==> src/rtl/ctrl_recirculador_pkg.sv <==
// Shared constants and state encodings for the recirculator control path.
// Also imported by the serial-to-parallel block.
package ctrl_recirculador_pkg;

  typedef enum logic [1:0] {
    ST_SEARCH = 2'd0,
    ST_ALIGN  = 2'd1,
    ST_ACTIVE = 2'd2
  } state_t;

  localparam logic [7:0] COMMA_K28_5 = 8'hBC;
  localparam int ALIGN_COUNT_DEF = 4;
  localparam int LOSS_COUNT_DEF  = 4;

endpackage

==> src/rtl/byte_packer.sv <==
// Packs bytes into 32-bit words, first byte in [31:24].
// Emits a one-cycle valid when the 4th lane is filled.
module byte_packer (
  input  logic        clk,
  input  logic        reset,
  input  logic [7:0]  byte_in,
  input  logic        load,
  input  logic        clear,
  output logic [31:0] data_out,
  output logic        valid_out,
  output logic [1:0]  byte_idx
);

  logic [23:0] acc;

  always_ff @(posedge clk) begin
    if (!reset) begin
      acc       <= '0;
      data_out  <= '0;
      valid_out <= 1'b0;
      byte_idx  <= '0;
    end else begin
      valid_out <= 1'b0;
      if (clear) begin
        byte_idx <= '0;
      end else if (load) begin
        byte_idx <= byte_idx + 2'd1;
        unique case (byte_idx)
          2'd0: acc[23:16] <= byte_in;
          2'd1: acc[15:8]  <= byte_in;
          2'd2: acc[7:0]   <= byte_in;
          2'd3: begin
            data_out  <= {acc, byte_in};
            valid_out <= 1'b1;
          end
        endcase
      end
    end
  end

endmodule

==> src/rtl/ctrl_recirculador.sv <==
// Lane alignment FSM feeding the recirculator: comma-based lock,
// word packing while active, and loss of lock on sustained idle.
module ctrl_recirculador
  import ctrl_recirculador_pkg::*;
#(
  parameter logic [7:0] COMMA = COMMA_K28_5,
  parameter int ALIGN_COUNT = ALIGN_COUNT_DEF,
  parameter int LOSS_COUNT  = LOSS_COUNT_DEF
) (
  input  logic        clk,
  input  logic        reset,
  input  logic [7:0]  byte_in,
  input  logic        byte_valid,
  output logic        active,
  output logic [31:0] data_out,
  output logic        valid_out,
  output logic        err_partial,
  output logic [1:0]  state_out
);

  localparam logic [3:0] ALIGN_N = 4'(ALIGN_COUNT);
  localparam logic [3:0] LOSS_N  = 4'(LOSS_COUNT);

  state_t     state;
  logic [3:0] comma_cnt;
  logic [3:0] idle_cnt;
  logic [1:0] byte_idx;
  logic       is_comma;
  logic       is_data;
  logic       lost;
  logic       load;
  logic       clear;

  assign is_comma = byte_valid && (byte_in == COMMA);
  assign is_data  = byte_valid && (byte_in != COMMA);
  assign lost     = !byte_valid && (idle_cnt + 4'd1 == LOSS_N);
  assign load     = (state == ST_ACTIVE) && is_data;
  // Any exit from ACTIVE or mid-word comma rewinds the packer.
  assign clear    = (state != ST_ACTIVE) || lost ||
                    (is_comma && byte_idx != 2'd0);
  assign state_out = state;

  byte_packer u_packer (
    .clk       (clk),
    .reset     (reset),
    .byte_in   (byte_in),
    .load      (load),
    .clear     (clear),
    .data_out  (data_out),
    .valid_out (valid_out),
    .byte_idx  (byte_idx)
  );

  always_ff @(posedge clk) begin
    if (!reset) begin
      state       <= ST_SEARCH;
      comma_cnt   <= '0;
      idle_cnt    <= '0;
      active      <= 1'b0;
      err_partial <= 1'b0;
    end else begin
      err_partial <= 1'b0;
      case (state)
        ST_SEARCH: begin
          idle_cnt <= '0;
          if (is_comma) begin
            comma_cnt <= 4'd1;
            if (ALIGN_N == 4'd1) begin
              state  <= ST_ACTIVE;
              active <= 1'b1;
            end else begin
              state <= ST_ALIGN;
            end
          end
        end
        ST_ALIGN: begin
          if (is_comma) begin
            comma_cnt <= comma_cnt + 4'd1;
            if (comma_cnt + 4'd1 == ALIGN_N) begin
              state    <= ST_ACTIVE;
              active   <= 1'b1;
              idle_cnt <= '0;
            end
          end else if (is_data) begin
            comma_cnt <= '0;
            state     <= ST_SEARCH;
          end
        end
        ST_ACTIVE: begin
          if (byte_valid) begin
            idle_cnt <= '0;
            if (is_comma && byte_idx != 2'd0)
              err_partial <= 1'b1;
          end else if (lost) begin
            state     <= ST_SEARCH;
            active    <= 1'b0;
            comma_cnt <= '0;
            idle_cnt  <= '0;
          end else begin
            idle_cnt <= idle_cnt + 4'd1;
          end
        end
        default: begin
          state     <= ST_SEARCH;
          active    <= 1'b0;
          comma_cnt <= '0;
          idle_cnt  <= '0;
        end
      endcase
    end
  end

endmodule

==> config.mk <==
export PLATFORM = sky130hd
export DESIGN_NAME = ctrl_recirculador
export DESIGN_NICKNAME = d
export VERILOG_FILES = /design/src/rtl/ctrl_recirculador_pkg.sv /design/src/rtl/byte_packer.sv /design/src/rtl/ctrl_recirculador.sv
export SDC_FILE = /design/constraint.sdc
export NUM_CORES = 1
export LEC_CHECK = 0
export BUFFER_PORTS_ARGS = -buffer_cell sky130_fd_sc_hd__clkbuf_2
export CAP_MARGIN = 20
export CORE_MARGIN = 10
export CORE_UTILIZATION = 50
export CTS_CLUSTER_DIAMETER = 120
export DETAILED_ROUTE_END_ITERATION = 16
export PLACE_DENSITY = 0.75
export SLEW_MARGIN = 0
export SYNTH_ARGS = -nofsm -noshare
export SYNTH_HDL_FRONTEND = slang
export SYNTH_SLANG_ARGS = --single-unit
==> constraint.sdc <==
create_clock -name clk -period 1.5 [get_ports clk]
set_clock_uncertainty 0.05 [all_clocks]
set_input_delay 0.15 -clock clk [delete_from_list [all_inputs] [get_ports clk]]
set_output_delay 0.15 -clock clk [all_outputs]
set_load 0.03 [all_outputs]
==> metrics <==
drt pass-1 iters=4; crit path DAT=between 1500 and 2000 ps; CTS tree=yes; drt drc=0; antenna cells=0; CP bufs+invs=0; VDD IR-drop max=roughly 0.75 mV; Initial DRC Count=163; top-area cell type share of the netlist area=0.499; Lkg Pwr=0.00156 µW; CP Class=reg -> reg; sequential element share of the synthesized area=0.499; CP delay by family, top=compound AO/OA/AOI/OAI gates; critical path fanouts, max=4; worst-path cell chain=ha_4 -> nor4b_4 -> or3_4 -> o311ai_4 -> a221o_1; fmax=~650 MHz; GRT Total Usage=0.157; fin crit share=1.02; pin count of the biggest net entering global routing=40; Final Core Density=0.685; Sw Ratio=0.222; number of synthesized flops with an enable pin=0; share of cells above drive strength 1=0.330; core box area=between 5000 and 6000 µm²; synthesis-stage register bit count=71; Post-Route WL=7.18 mm; Syn Inst Count=between 300 and 400; fin nets=419; post-synthesis mux area share=0.0562; unrepaired setup endpoints after global routing=yes; failing checks=negative setup slack; Clock Power Share=0.430; clk buf depth=2; Mapped Area=approximately 2900 µm²; Yosys cell types=47; syn nets=~340; P&R area growth vs syn=32.4%; CP required=1670 ps; # port buffers=47; Routed WL per cell=between 15 and 20 µm; Die ar.=9120 µm²; Primary FF master, synth=dfxtp_1; Post-synth ARST share=0; post-route insts no fill=478; Synth Area in Simple Gates=0.220; cts hold-fix bufs=0; worst skew pair latency=between 300 and 400 ps; Power Density=between 900 and 1000 nW/µm²; CP startpoint kind=flop; cell row count=27; CTS Root Buffer Type=clkbuf_8; post-synthesis xor/xnor area fraction=0.00615; hold slack=roughly 97 ps; vias in the first global route=about 2,400; CP max-delay cell=dfxtp_2; Die X=about 96 µm; die height=95.5 µm; post-DP HPWL=between 5 and 6 mm; final worst slack=-29.6 ps; Min-Delay Path Class=in -> reg; adder-cell share of the synthesized area=0.0307; final hold violations=0; Slew HR=0.738; Compound-Gate Fraction of Synth Area=0.150; Place WS=-90.8 ps; total grt overflow=0; warnings from Yosys=0; Synth area leaders=dfxtp_1 (50%), nand2_1 (11%), a21oi_1 (7.6%); most frequent cells in the layout=nand2_1 (80), dfxtp_1 (63), clkbuf_2 (47); Comb pwr share=0.036; placed cell count=457; final setup TNS=-56.7 ps; Initial Util=0.518; Psw=781 µW; I/O pins=48; post-route ant nets=0; commonest non-fill, non-tap cell in the layout=nand2_1; total vias in the final route=roughly 2,600; sequential power share=0.534; Slew Viols, Final=0; post-synth top area cell=dfxtp_1; slowest stage delay, CP=about 350 ps; status=finished with violations; Syn Area/Cell=8.80 µm²; first-pass GRT wire length=between 10 and 15 mm; via density per instance=5.37; CTS Buf Count=9; GP Congestion=0.849; cell internal pwr=roughly 2700 µW; final-report setup violation count=2; Max Cap Violations=0; initial antenna violation count=0; Slew @ Worst Pin=between 300 and 400 ps; Clock transition at path regs=70 ps; minimum clock period=about 1500 ps; CP endpoint kind=flop; CTS HTree Levels=3; CTS sink count=71; main combinational cell family by area after synthesis=simple AND/OR/NAND/NOR gates
[per-stage QoR]
stage,area (µm²),power [µW]
2_1_floorplan,2920,1970
3_3_place_gp,3410,2040
3_5_place_dp,3410,2040
4_1_cts,3680,3530
5_1_grt,3770,3620
6_report,3770,3520
[tightest hold or removal path: stages]
cell,delay (ps)
clkbuf_2,140
nand3_1,110
nor3_1,50
[metal layers]
layer	vias to the layer above	wire [µm]	share of wire	track usage
met5	-	0	0	0
met2	74	3550	0.49	0.267
met1	1195	2960	0.41	0.176
met4	0	189	0.026	0.0786
li1	1279	-	-	-
met3	21	480	0.067	0.0471
[Yosys cell counts (2+ instances only)]
cell type   n
nand2b_1    2
nand2_1    80
a21oi_1    43
ha_1        7
a31oi_1     2
a32o_1      2
clkbuf_1    6
mux2i_1    16
nor3_1      3
dfxtp_1    71
nor2_1     21
o21ai_0     2
xnor2_1     2
buf_2      10
o32ai_1     3
o211ai_2    4
nand3_1    13
and3_1      2
nor4_1      2
inv_1       5
and3b_1     2
[sequential cells by signal, indices dropped and copies added, names as in the netlist]
| name | count |
|---|---|
| comma_cnt | 4 |
| idle_cnt | 4 |
| u_packer.byte_idx | 2 |
| u_packer.valid_out | 1 |
| u_packer.acc | 24 |
| u_packer.data_out | 32 |
| active | 1 |
| err_partial | 1 |
| state_out | 2 |
[power groups by stage]
stage	Sequential [µW]	Combinational [µW]	Clock (µW)
3_5_place_dp	1920	119	0
6_report	1880	128	1510
4_1_cts	1880	121	1530
5_1_grt	1880	135	1600
2_1_floorplan	1920	46.5	0
3_3_place_gp	1920	120	0
[layout make-up]
| type | instances | area, µm² |
|---|---|---|
| fill | 439 | 1730 |
| multi-input combinational | 229 | 1490 |
| sequential | 71 | 1440 |
| timing repair buffer | 84 | 542 |
| clock buffer | 11 | 141 |
| tap | 72 | 90.1 |
| clock inverter | 5 | 56.3 |
| inverter | 6 | 22.5 |
[worst paths after layout]
path	start	end	slack, ps	depth (start not counted)
setup / recovery	idle_cnt[1]	comma_cnt[3]	-30	5
hold / removal	reset	err_partial	100	3
setup reg to reg	idle_cnt[1]	comma_cnt[3]	-30	5
hold reg to reg	u_packer.acc[3]	u_packer.data_out[11]	400	2
[timing repair]
action | CTS | global route
pin swaps | 3 | 5
resized for setup | 12 | 15
setup endpoints to repair | 41 | 57
buffers inserted | 2 | 3
[kinds of logic after synthesis]
family / count (synthesis)
simple gates: 136
flops: 71
compound gates: 68
buf+inv: 24
mux: 16
fa+ha+maj: 7
xor+xnor: 2
No activity file was read; power rests on OpenSTA's default activity.
